`config.mk`:
```
export PLATFORM = sky130hd
export DESIGN_NAME = spi_flash_access_arbiter
export DESIGN_NICKNAME = d
export VERILOG_FILES = /design/src/rtl/spi_flash_access_pkg.sv /design/src/rtl/rr_arbiter2.sv /design/src/rtl/spi_flash_access_arbiter.sv
export SDC_FILE = /design/constraint.sdc
export NUM_CORES = 1
export LEC_CHECK = 0
export ABC_AREA = 1
export CAP_MARGIN = 20
export CORE_MARGIN = 4
export CORE_UTILIZATION = 45
export DETAILED_ROUTE_END_ITERATION = 12
export PLACE_DENSITY = 0.82
export SETUP_SLACK_MARGIN = 0.05
export SYNTH_ARGS = -nofsm -noshare
export SYNTH_HDL_FRONTEND = slang
export SYNTH_SLANG_ARGS = --single-unit
```
`constraint.sdc`:
```
create_clock -name clk -period 8 [get_ports clk]
set_clock_uncertainty 0.05 [all_clocks]
set_input_delay 2 -clock clk [delete_from_list [all_inputs] [get_ports clk]]
set_output_delay 2 -clock clk [all_outputs]
set_load 0.02 [all_outputs]
```
`src/rtl/spi_flash_access_pkg.sv`:
```
// Shared types and byte-map constants for the SPI flash access arbiter.
package spi_flash_access_pkg;

  typedef enum logic [2:0] {
    IDLE,
    LOAD,
    ISSUE,
    WAIT_BUSY,
    WAIT_DONE,
    READB,
    DONE
  } state_t;

  localparam logic [31:0] RD_BYTE0  = 32'd0;
  localparam logic [31:0] WR_BYTE0  = 32'd4;
  localparam logic [31:0] PARK_ADDR = 32'd8;

endpackage

```
`src/rtl/rr_arbiter2.sv`:
```
// Two-requester round-robin arbiter; the last winner yields under contention.
module rr_arbiter2 (
  input  logic       clk,
  input  logic       rst,
  input  logic [1:0] req,
  input  logic       advance,
  output logic       gnt_id,
  output logic       gnt_any
);

  logic last_grant;

  always_comb begin
    gnt_id = 1'b0;
    if (req[0] && req[1]) gnt_id = ~last_grant;
    else if (req[1])      gnt_id = 1'b1;
  end

  assign gnt_any = |req;

  // Resets to port 1 so port 0 wins the first simultaneous request.
  always_ff @(posedge clk or negedge rst) begin
    if (!rst)                    last_grant <= 1'b1;
    else if (advance && gnt_any) last_grant <= gnt_id;
  end

endmodule

```
`src/rtl/spi_flash_access_arbiter.sv`:
```
// Sequences 32-bit word transfers through the byte-mapped SPI flash I/O block
// and shares it between the fetch (port 0) and data (port 1) requesters.
module spi_flash_access_arbiter #(
  parameter int unsigned TIMEOUT_CYCLES = 1024,
  parameter logic [31:0] PARK_ADDR      = spi_flash_access_pkg::PARK_ADDR
) (
  input  logic        clk,
  input  logic        rst,
  input  logic        req0,
  input  logic        req1,
  input  logic        we0,
  input  logic        we1,
  input  logic [31:0] wdata0,
  input  logic [31:0] wdata1,
  output logic [31:0] rdata0,
  output logic [31:0] rdata1,
  output logic        done0,
  output logic        done1,
  output logic        err0,
  output logic        err1,
  output logic [31:0] io_address,
  output logic [7:0]  io_dataIn,
  input  logic [7:0]  io_dataOut,
  output logic        io_read,
  output logic        io_write,
  input  logic        io_ready
);
  import spi_flash_access_pkg::*;

  localparam int CNT_W = $clog2(TIMEOUT_CYCLES + 1);

  state_t           state, state_nxt;
  logic [1:0]       k;
  logic [CNT_W-1:0] wait_cnt;
  logic             port_q, we_q, err_q;
  logic [31:0]      wdata_q;
  logic             gnt_id, gnt_any, advance, timeout;

  assign advance = (state == IDLE);
  assign timeout = (wait_cnt == CNT_W'(TIMEOUT_CYCLES - 1));

  rr_arbiter2 u_arb (
    .clk     (clk),
    .rst     (rst),
    .req     ({req1, req0}),
    .advance (advance),
    .gnt_id  (gnt_id),
    .gnt_any (gnt_any)
  );

  always_ff @(posedge clk or negedge rst) begin
    if (!rst) state <= IDLE;
    else      state <= state_nxt;
  end

  always_comb begin
    state_nxt = state;
    case (state)
      IDLE:      if (gnt_any) state_nxt = (gnt_id ? we1 : we0) ? LOAD : ISSUE;
      LOAD:      if (k == 2'd3) state_nxt = ISSUE;
      ISSUE:     state_nxt = WAIT_BUSY;
      WAIT_BUSY: begin
        if (timeout)        state_nxt = DONE;
        else if (!io_ready) state_nxt = WAIT_DONE;
      end
      // A ready seen on the final wait cycle still counts as a clean finish.
      WAIT_DONE: begin
        if (io_ready)     state_nxt = we_q ? DONE : READB;
        else if (timeout) state_nxt = DONE;
      end
      READB:     if (k == 2'd3) state_nxt = DONE;
      DONE:      state_nxt = IDLE;
      default:   state_nxt = IDLE;
    endcase
  end

  always_ff @(posedge clk or negedge rst) begin
    if (!rst) begin
      k        <= 2'd0;
      wait_cnt <= '0;
      port_q   <= 1'b0;
      we_q     <= 1'b0;
      err_q    <= 1'b0;
    end else begin
      case (state)
        IDLE: begin
          k     <= 2'd0;
          err_q <= 1'b0;
          if (gnt_any) begin
            port_q <= gnt_id;
            we_q   <= gnt_id ? we1 : we0;
          end
        end
        LOAD, READB: k <= k + 2'd1;
        ISSUE:       wait_cnt <= '0;
        WAIT_BUSY, WAIT_DONE: begin
          wait_cnt <= wait_cnt + 1'b1;
          err_q    <= timeout && !(state == WAIT_DONE && io_ready);
        end
        default: ;
      endcase
    end
  end

  always_ff @(posedge clk) begin
    if (state == IDLE && gnt_any) wdata_q <= gnt_id ? wdata1 : wdata0;
  end

  always_ff @(posedge clk or negedge rst) begin
    if (!rst) begin
      rdata0 <= '0;
      rdata1 <= '0;
    end else if (state == READB) begin
      if (port_q) rdata1[{k, 3'b000} +: 8] <= io_dataOut;
      else        rdata0[{k, 3'b000} +: 8] <= io_dataOut;
    end
  end

  always_comb begin
    io_address = PARK_ADDR;
    io_dataIn  = 8'h00;
    io_read    = 1'b0;
    io_write   = 1'b0;
    done0      = 1'b0;
    done1      = 1'b0;
    err0       = 1'b0;
    err1       = 1'b0;
    case (state)
      LOAD: begin
        io_address = WR_BYTE0 + {30'd0, k};
        io_dataIn  = wdata_q[{k, 3'b000} +: 8];
      end
      ISSUE: begin
        io_write = we_q;
        io_read  = ~we_q;
      end
      READB: io_address = RD_BYTE0 + {30'd0, k};
      DONE: begin
        done0 = ~port_q;
        done1 = port_q;
        err0  = ~port_q & err_q;
        err1  = port_q & err_q;
      end
      default: ;
    endcase
  end

endmodule
```
==> out/summary.txt, run 1 <==
HPWL after DPL = 11600 um
Share of cells above drive strength 1 = 6.72%
Hold wc startpoint = rdata1[7]$_DFFE_PN0P_
Synth area leaders = dfrtp_1 35%, nand2_1 17%, edfxtp_1 16%
# resized after CTS = 0
Synthesis-to-layout area growth = 37.7%
Placed cell area = 7470 um^2
Type of the worst min-delay path = reg2reg
Area leader, netlist = dfrtp_1
Tcrit/Tclk final = 60.5%
Worst-Skew Late Latency = 0.41 ns
Detailed Route WL = 16300 um
Fin util = 64.0%
Die height = 123 um
Fill count = 1122
Vias = 5339
Number of flops mapped to enable cells by yosys = 32
Crit. End Element = primary output
Initial antenna violation count = 0
Hold EP = rdata1[7]$_DFFE_PN0P_
Gr ovfl total = 0
R2r setup slk = 4.70 ns
Clock Sinks = 116
Multi-input logic area = 2450 um^2
DR vias/cell = 5.08
Setup_tns = 0 ns
CTS clk-pin slew, worst paths = 0.06 ns
Root buf cell = clkbuf_16
Num CTS Buffers = 17
DRC viols = 0
Mapped Area = 5910 um^2
Final-report hold violation count = 0
Core ar. = 12700 um^2
First-pass GRT wire length = 25400 um
Avg Cell Area, Syn = 8.32 um^2
Req. time, crit path = 5.95 ns
# diodes = 0
Routability cong. = 0.915
Synth cell types = 35
Power Dens Cells = 356 nW/um^2
Worst setup path start = k[0]$_DFFE_PN0P_
Reg area = 3060 um^2
GRT Overall Usage = 21.9%
Row cnt = 41
Hold-critical path depth = 2
R2R cell count = 5
Post-CTS Hold Buffers = 0
Worst-Margin Slew = 0.971 ns
Post-synth ARST share = 72.4%
CTS tree = done
Effective utilization at floorplan = 46.4%
IR drop worst, VDD = 0.196 mV
WS Path Type = reg2out
R2r endpoint = rdata0[2]$_DFFE_PN0P_
YS warnings = 0
Worst reg2reg startpoint = k[0]$_DFFE_PN0P_
Sequential share of the synthesized area = 51.9%
Slowest cell on the critical path = dfrtp_1
Status = completed
CP arrival = 2.79 ns
IO Pins = 189
Port buffer count = 160
Leakage = 3.35 nW
Cells along the critical path = inv_1 -> o21ai_0 -> a21oi_1 -> clkdlybuf4s50_1
RSZ-0062 raised after global routing = false
Vias in the first global route = 5123
Synth Flop Type = dfrtp_1
Antenna-violating nets left = 0
Most common library cells after synthesis = 261 x nand2_1, 83 x dfrtp_1, 63 x nor2_1, 61 x o21ai_0, 32 x edfxtp_1
Post-layout instance area = 8140 um^2
CP Max Fanout = 25
Fmax = 206 MHz
Initial DRT Pass Iterations = 5
Final slew viol count = 0
Worst slew margin = 35.2%
FF+latch count, synth = 116
Post-CTS Setup Bufs = 0
Leading cell type by number of instances after synthesis = nand2_1
Setup crit start kind = flop
Post-synth top area share = 35.2%
Wire per inst = 15.5 um
Die area = 15000 um^2
Crit path time final = 4.84 ns
Mapped Cells = 710
Final net count = 950
Max cap viols = 0
Largest net degree at the start of global routing = 85
Die width = 123 um
Setup violations, final = 0
1st-iter DRT viols = 411
H-Tree Depth = 4
Clk buf depth = 2
Worst path max stage delay = 0.85 ns
[how the worst max path moves through the flow]
stage | endpoint | slack, ns | cells past startpoint
floorplan | wdata_q[0]$_DFFE_PP_ | 3.76 | 2
global placement | io_dataIn[0] | 3.69 | 4
detailed placement | io_dataIn[0] | 3.60 | 4
CTS | io_dataIn[0] | 3.15 | 4
global route | io_dataIn[7] | 2.87 | 4
finish | io_dataIn[0] | 3.16 | 4
[routing by layer]
| metal | track usage (%) | up-vias | wire [um] | part of all wire (%) |
|---|---|---|---|---|
| met2 | 37.0 | 250 | 8030 | 49 |
| met1 | 26.9 | 2497 | 6480 | 40 |
| li1 | - | 2575 | - | - |
| met5 | 0 | - | 0 | 0 |
| met3 | 7.00 | 17 | 1540 | 9.5 |
| met4 | 6.86 | 0 | 231 | 1.4 |
[sequential cells by signal (all words and copies together) (netlist names)]
| register | count |
|---|---|
| state | 3 |
| k | 2 |
| rdata1 | 32 |
| err_q | 1 |
| wait_cnt | 11 |
| wdata_q | 32 |
| port_q | 1 |
| rdata0 | 32 |
| u_arb.last_grant | 1 |
| we_q | 1 |
[logic make-up (layout without fill, tap and decap cells)]
group | Yosys count | count (layout) | synth area share (%)
compound gates | 113 | 113 | 10.7
fa+ha+maj | 6 | 6 | 1.27
buf+inv | 89 | 230 | 8.49
flops | 116 | 116 | 51.9
other cells | 1 | 28 | 0.0635
simple gates | 385 | 385 | 27.6
[report_power, final]
part	leakage [nW]	total, W	switching (W)	internal, W
Clock	0.301	0.000781	0.000276	0.000505
Sequential	1.19	0.000973	0.000145	0.000828
Combinational	1.85	0.00114	0.000700	0.000441
Total	3.35	0.00290	0.00112	0.00177
[final cells by class]
class	instances	share of cell area (%)
multi-input combinational	532	30.2
sequential	116	37.7
clock inverter	10	1.46
tap	172	2.64
timing repair buffer	163	20.3
inverter	35	1.65
clock buffer	22	6.10
[stage by stage]
step / power, W / instances / worst slack, ns / hold slack [ns]
global placement: 0.00208 / 1016 / 3.69 / 0.415
finish: 0.00290 / 1050 / 3.16 / 0.432
CTS: 0.00290 / 1048 / 3.15 / 0.437
global route: 0.00307 / 1050 / 2.87 / 0.463
detailed placement: 0.00211 / 1016 / 3.60 / 0.424
floorplan: 0.00164 / 737 / 3.76 / 0.413
[cell usage in the layout, fill, tap and decap left out, types with 2 or more instances in the layout]
master             n
edfxtp_1          32
inv_1             28
o21bai_1           3
ha_1               6
bufinv_16          2
buf_4              2
clkinv_4           3
clkinv_2           4
a21oi_1           13
nand2_1          261
nand2_8            2
nand3_2            2
dfrtp_1           83
nand3_1           26
o21ai_1           19
inv_2              4
clkbuf_1           2
o31ai_2            3
clkbuf_16         19
nor3_1            14
clkdlybuf4s50_1  159
o21ai_0           61
nor2_1            63
o31ai_1           11
nor2_4             6
nand4_1            5
conb_1            28
[critical path: cells and delay by family (launching register included)]
kind / cells / cell delay [ns]
buffers and inverters: 2 / 1.12
DFF: 1 / 0.85
AOI/OAI and AO/OA: 2 / 0.42
Note: power is estimated with default switching activity, not from simulation.
==> run 2, diff against run 1 <==
==> constraint.sdc (replaced) <==
create_clock -name clk -period 4.8 [get_ports clk]
set_clock_uncertainty 0.05 [all_clocks]
set_input_delay 1.2 -clock clk [delete_from_list [all_inputs] [get_ports clk]]
set_output_delay 1.2 -clock clk [all_outputs]
set_load 0.02 [all_outputs]
==> run 2 against run 1 <==
Critical path depth rose by 1. Routed wire length fell by 2.2%. Global-route usage fell by 0.82 points. Sequential power rose by 63%. Combinational power rose by 69%. Register-to-register slack got worse by 2.8 ns.
==> out/summary.txt, run 2 (same netlist as run 1, synthesis figures left out) <==
R2R cell count = 6 (+1)
Synthesis-to-layout area growth = 37.0%
1st-iter DRT viols = 427 (+3.9%)
Wire per inst = 15.2 um (-2.2%)
Setup crit start kind = flop
Row cnt = 41 (unchanged)
Detailed Route WL = 15900 um (-2.2%)
Core ar. = 12700 um^2 (unchanged)
Hold-critical path depth = 2 (unchanged)
CTS clk-pin slew, worst paths = 0.05 ns (about the same)
Commonest non-fill, non-tap cell in the layout = nand2_1
Slowest cell on the critical path = clkdlybuf4s50_1
Worst-Skew Late Latency = 0.41 ns (about the same)
Crit path time final = 3.82 ns
R2r endpoint = rdata0[3]$_DFFE_PN0P_
Initial DRT Pass Iterations = 5 (unchanged)
Port buffer count = 160 (unchanged)
Crit. End Element = primary output
Post-layout instance area = 8090 um^2 (-0.54%)
Worst-Margin Slew = 0.948 ns (-0.0230 ns)
Total power = 0.00471 W (+63%)
Vias = 5293 (-0.86%)
Max cap viols = 0 (unchanged)
Placed cell area = 7480 um^2 (+0.10%)
Cells along the critical path = buf_4 -> inv_1 -> o21ai_0 -> a21oi_1 -> clkdlybuf4s50_1
Net Switching = 0.00182 W (+62%)
HPWL after DPL = 11600 um (-0.49%)
Worst path max stage delay = 0.64 ns (-0.21 ns)
WS Path Type = reg2out
Routability cong. = 0.881 (-3.7%)
Req. time, crit path = 3.55 ns (-2.40 ns)
Worst reg2reg startpoint = k[0]$_DFFE_PN0P_
Hold slack = 0.431 ns (-0.000959 ns)
Largest net degree at the start of global routing = 85 (unchanged)
Num CTS Buffers = 17 (unchanged)
Die area = 15000 um^2 (unchanged)
Hold EP = u_arb.last_grant$_DFFE_PN1P_
Cell-internal power = 0.00289 W (+63%)
Die height = 123 um (unchanged)
CP Max Fanout = 25 (unchanged)
Commonest non-fill, non-tap cells in the layout = 261 x nand2_1, 159 x clkdlybuf4s50_1, 83 x dfrtp_1, 63 x nor2_1, 61 x o21ai_0
Fmax = 262 MHz
Vias in the first global route = 4860 (-5.1%)
Fin cells = 1050 (unchanged)
Placed Cells = 1017 (+0.098%)
Effective utilization at floorplan = 46.4% (unchanged)
Hold wc startpoint = u_arb.last_grant$_DFFE_PN1P_
Sw Share = 38.6% (-0.091 points)
Clock Sinks = 116 (unchanged)
First-pass GRT wire length = 24300 um (-4.5%)
DRC viols = 0 (unchanged)
DR vias/cell = 5.04 (-0.86%)
Root buf cell = clkbuf_16
Delay-heaviest family, CP = buffers and inverters
Combinational share of power = 41.0% (+1.6 points)
Share of cells above drive strength 1 = 6.38% (-0.34 points)
# diodes = 0 (unchanged)
IR drop worst, VDD = 0.285 mV (+45%)
Top flop regs = rdata0 x32, rdata1 x32, wdata_q x32
Final-report hold violation count = 0 (unchanged)
Buf/Inv on CP = 3 (+1)
Tcrit/Tclk final = 79.5%
Gr ovfl total = 0 (unchanged)
H-Tree Depth = 4 (unchanged)
CP arrival = 2.57 ns (-0.22 ns)
# resized after CTS = 0 (unchanged)
Type of the worst min-delay path = reg2reg
Clk buf depth = 2 (unchanged)
Stages on worst setup path = 5 (+1)
GRT Overall Usage = 21.1% (-0.82 points)
CTS tree = done
Leakage = 3.33 nW (-0.63%)
Reg power frac = 33.9% (+0.3 points)
Die width = 123 um (unchanged)
IO Pins = 189 (unchanged)
Power Dens Cells = 582 nW/um^2 (+63%)
Antenna-violating nets left = 0 (unchanged)
Final slew viol count = 0 (unchanged)
R2r setup slk = 1.93 ns (-2.77 ns)
Setup violations, final = 0 (unchanged)
Post-CTS Setup Bufs = 0 (unchanged)
Setup_tns = 0 ns (unchanged)
Clk pwr share = 25.1% (-1.9 points)
Initial antenna violation count = 1 (+1)
Final net count = 951 (+0.11%)
RSZ-0062 raised after global routing = false
Post-CTS Hold Buffers = 0 (unchanged)
Status = completed
Worst slew margin = 36.7% (+1.5 points)
==> run 2: changes by cell type in the layout (fill, tap and decap cells not counted), sizes merged <==
cell / change
clkbuf: +7
clkinv: -4
bufinv: -2
inv: -2
buf: +1
==> run 2: per-layer routing <==
layer | global-route usage (%) | routed length [um]
met1 | 26.1 | 6400
met2 | 34.5 | 7660
met3 | 6.87 | 1530
met4 | 7.91 | 316
met5 | 0 | 18
==> run 2: worst max-delay path by stage <==
| stage | startpoint | slack (ns) | to |
|---|---|---|---|
| 2_1_floorplan | req0 | 1.36 | wdata_q[0]$_DFFE_PP_ |
| 3_3_place_gp | k[0]$_DFFE_PN0P_ | 1.50 | io_dataIn[0] |
| 3_5_place_dp | k[0]$_DFFE_PN0P_ | 1.42 | io_dataIn[3] |
| 4_1_cts | k[0]$_DFFE_PN0P_ | 0.96 | io_dataIn[3] |
| 5_1_grt | k[0]$_DFFE_PN0P_ | 0.75 | io_dataIn[3] |
| 6_report | k[0]$_DFFE_PN0P_ | 0.98 | io_dataIn[3] |
==> run 2: power by group through the flow <==
stage | clock (W) | sequential, W | combinational (W)
6_report | 0.00118 | 0.00159 | 0.00193
5_1_grt | 0.00125 | 0.00163 | 0.00210
4_1_cts | 0.00120 | 0.00160 | 0.00193
3_5_place_dp | 0 | 0.00161 | 0.00192
3_3_place_gp | 0 | 0.00160 | 0.00188
2_1_floorplan | 0 | 0.00179 | 0.000933
==> run 2: stage by stage <==
stage / util (%) / worst slack, ns
floorplan: - / 1.36
global placement: 58.8 / 1.50
detailed placement: 58.8 / 1.42
CTS: 63.2 / 0.961
global route: 63.6 / 0.750
finish: 63.6 / 0.984
==> run 2: layout make-up <==
cell class | instances | area [um^2]
flip-flops and latches | 116 | 3060
fillers | 1092 | 4630
clock inverters | 2 | 12.5
well taps | 172 | 215
inverters | 35 | 134
multi-input cells | 532 | 2450
repair buffers | 164 | 1660
clock buffers | 29 | 552
==> run 2: worst min-delay path: stages (launching register included) <==
cell,delay (ns)
dfstp_2,0.37
inv_1,0.04
o21ai_0,0.07
==> run 3, diff against run 2 <==
==> constraint.sdc (replaced) <==
create_clock -name clk -period 3.7 [get_ports clk]
set_clock_uncertainty 0.05 [all_clocks]
set_input_delay 0.925 -clock clk [delete_from_list [all_inputs] [get_ports clk]]
set_output_delay 0.925 -clock clk [all_outputs]
set_load 0.02 [all_outputs]
==> run 3 against run 2 <==
Combinational power up 28%. Sequential share of layout area down 0.18 points. Largest power group unchanged. Register-to-register slack worse by 1.1 ns.
==> out/summary.txt, run 3 (same netlist as run 1, synthesis figures left out) <==
Post-layout instance area = 8130 um^2 (+0.48%)
CP Max Fanout = 18 (-28%)
Reg power frac = 33.3% (-0.6 points)
Port buffer count = 160 (unchanged)
Setup_tns = 0 ns (unchanged)
Fmax = 306 MHz
Clk pwr share = 27.1% (+2.0 points)
Setup WS post-layout = 0.428 ns (-0.556 ns)
Initial DRT Pass Iterations = 5 (unchanged)
H-Tree Depth = 4 (unchanged)
Gr ovfl total = 0 (unchanged)
R2R cell count = 6 (unchanged)
# resized after CTS = 0 (unchanged)
Worst setup path start = k[0]$_DFFE_PN0P_
Leakage = 3.35 nW (+0.72%)
GRT Overall Usage = 21.7% (+0.59 points)
Initial antenna violation count = 0 (-1)
Commonest non-fill, non-tap cells in the layout = 261 x nand2_1, 159 x clkdlybuf4s50_1, 83 x dfrtp_1, 63 x nor2_1, 61 x o21ai_0
Share of cells above drive strength 1 = 6.93% (+0.55 points)
Routability cong. = 0.879 (-0.23%)
Largest net degree at the start of global routing = 85 (unchanged)
Post-CTS Setup Bufs = 0 (unchanged)
Fin cells = 1052 (+0.19%)
Core ar. = 12700 um^2 (unchanged)
Combinational share of power = 39.6% (-1.4 points)
Synthesis-to-layout area growth = 37.7%
Die width = 123 um (unchanged)
Req. time, crit path = 2.72 ns (-0.83 ns)
Post-CTS Hold Buffers = 0 (unchanged)
Clk buf depth = 2 (unchanged)
Place WS = 0.858 ns (-0.559 ns)
Final net count = 952 (+0.11%)
Worst-Skew Late Latency = 0.41 ns (about the same)
Cell-internal power = 0.00383 W (+33%)
Root buf cell = clkbuf_16
Hold wc startpoint = u_arb.last_grant$_DFFE_PN1P_
DRC viols = 0 (unchanged)
Wire per inst = 15.3 um (+0.98%)
Clock Sinks = 116 (unchanged)
Row cnt = 41 (unchanged)
Antenna-violating nets left = 0 (unchanged)
Net Switching = 0.00241 W (+32%)
CTS clk-pin slew, worst paths = 0.06 ns (about the same)
Status = completed
Placed cell area = 7500 um^2 (+0.20%)
Vias = 5320 (+0.51%)
Final-report hold violation count = 0 (unchanged)
First-pass GRT wire length = 25200 um (+3.6%)
WS Path Type = reg2out
DR vias/cell = 5.06 (+0.32%)
Placed Cells = 1019 (+0.20%)
IR drop worst, VDD = 0.326 mV (+15%)
Power Dens Cells = 768 nW/um^2 (+32%)
Crit. End Element = primary output
Final slew viol count = 0 (unchanged)
Max cap viols = 0 (unchanged)
Effective utilization at floorplan = 46.4% (unchanged)
R2r setup slk = 0.82 ns (-1.11 ns)
Worst reg2reg startpoint = k[0]$_DFFE_PN0P_
Hold-critical path depth = 2 (unchanged)
R2r endpoint = rdata1[1]$_DFFE_PN0P_
Crit path time final = 3.27 ns
# diodes = 0 (unchanged)
1st-iter DRT viols = 441 (+3.3%)
CTS tree = done
Die area = 15000 um^2 (unchanged)
Top flop regs = rdata0 x32, rdata1 x32, wdata_q x32
Commonest non-fill, non-tap cell in the layout = nand2_1
Setup crit start kind = flop
Tcrit/Tclk final = 88.4%
HPWL after DPL = 11700 um (+1.1%)
Die height = 123 um (unchanged)
Hold EP = u_arb.last_grant$_DFFE_PN1P_
Setup violations, final = 0 (unchanged)
Worst-Margin Slew = 0.942 ns (-0.00528 ns)
Num CTS Buffers = 17 (unchanged)
Type of the worst min-delay path = reg2reg
Detailed Route WL = 16100 um (+1.2%)
Sw Share = 38.6% (-0.040 points)
CP arrival = 2.30 ns (-0.27 ns)
IO Pins = 189 (unchanged)
Worst slew margin = 37.1% (+0.35 points)
Vias in the first global route = 4970 (+2.3%)
RSZ-0062 raised after global routing = false
-- run 3: power groups by stage --
stage | clock network (W) | registers (W) | logic (W)
final | 0.00169 | 0.00208 | 0.00247
after CTS | 0.00171 | 0.00208 | 0.00249
after global routing | 0.00177 | 0.00213 | 0.00272
after detailed placement | 0 | 0.00210 | 0.00247
after global placement | 0 | 0.00209 | 0.00242
after floorplan | 0 | 0.00232 | 0.00121
-- run 3: critical path: stages, from the launching register on --
cell             delay (ns)
dfrtp_1                0.50
inv_1                  0.39
o21ai_0                0.19
a21oi_1                0.16
clkdlybuf4s50_1        0.65
-- run 3: area by class of cell --
cell class | instances | area, um^2
inverters | 35 | 134
fillers | 1123 | 4590
flip-flops and latches | 116 | 3060
clock inverters | 10 | 119
repair buffers | 165 | 1650
clock buffers | 22 | 497
multi-input cells | 532 | 2450
well taps | 172 | 215
-- run 3: metrics by stage --
step	total power (W)	hold slack (ns)	util, %
floorplan	0.00354	0.413	-
global placement	0.00451	0.415	58.9
detailed placement	0.00457	0.421	58.9
CTS	0.00628	0.435	63.8
global route	0.00662	0.449	63.9
finish	0.00624	0.430	63.9
-- run 3: worst max path at each step --
stage | to | slack [ns] | cells past startpoint
floorplan | wdata_q[0]$_DFFE_PP_ | 0.54 | 2
detailed placement | rdata1[1]$_DFFE_PN0P_ | 0.86 | 6
global route | io_dataIn[1] | 0.23 | 4
CTS | io_dataIn[3] | 0.42 | 6
global placement | io_dataIn[6] | 0.91 | 4
finish | io_dataIn[0] | 0.43 | 4
-- run 3: routing by layer --
layer	track usage [%]	vias to the layer above	routed length (um)
met5	0	-	0
met4	8.05	0	424
met3	5.76	31	1420
met2	36.4	244	7820
met1	27.0	2465	6460
li1	-	2580	-
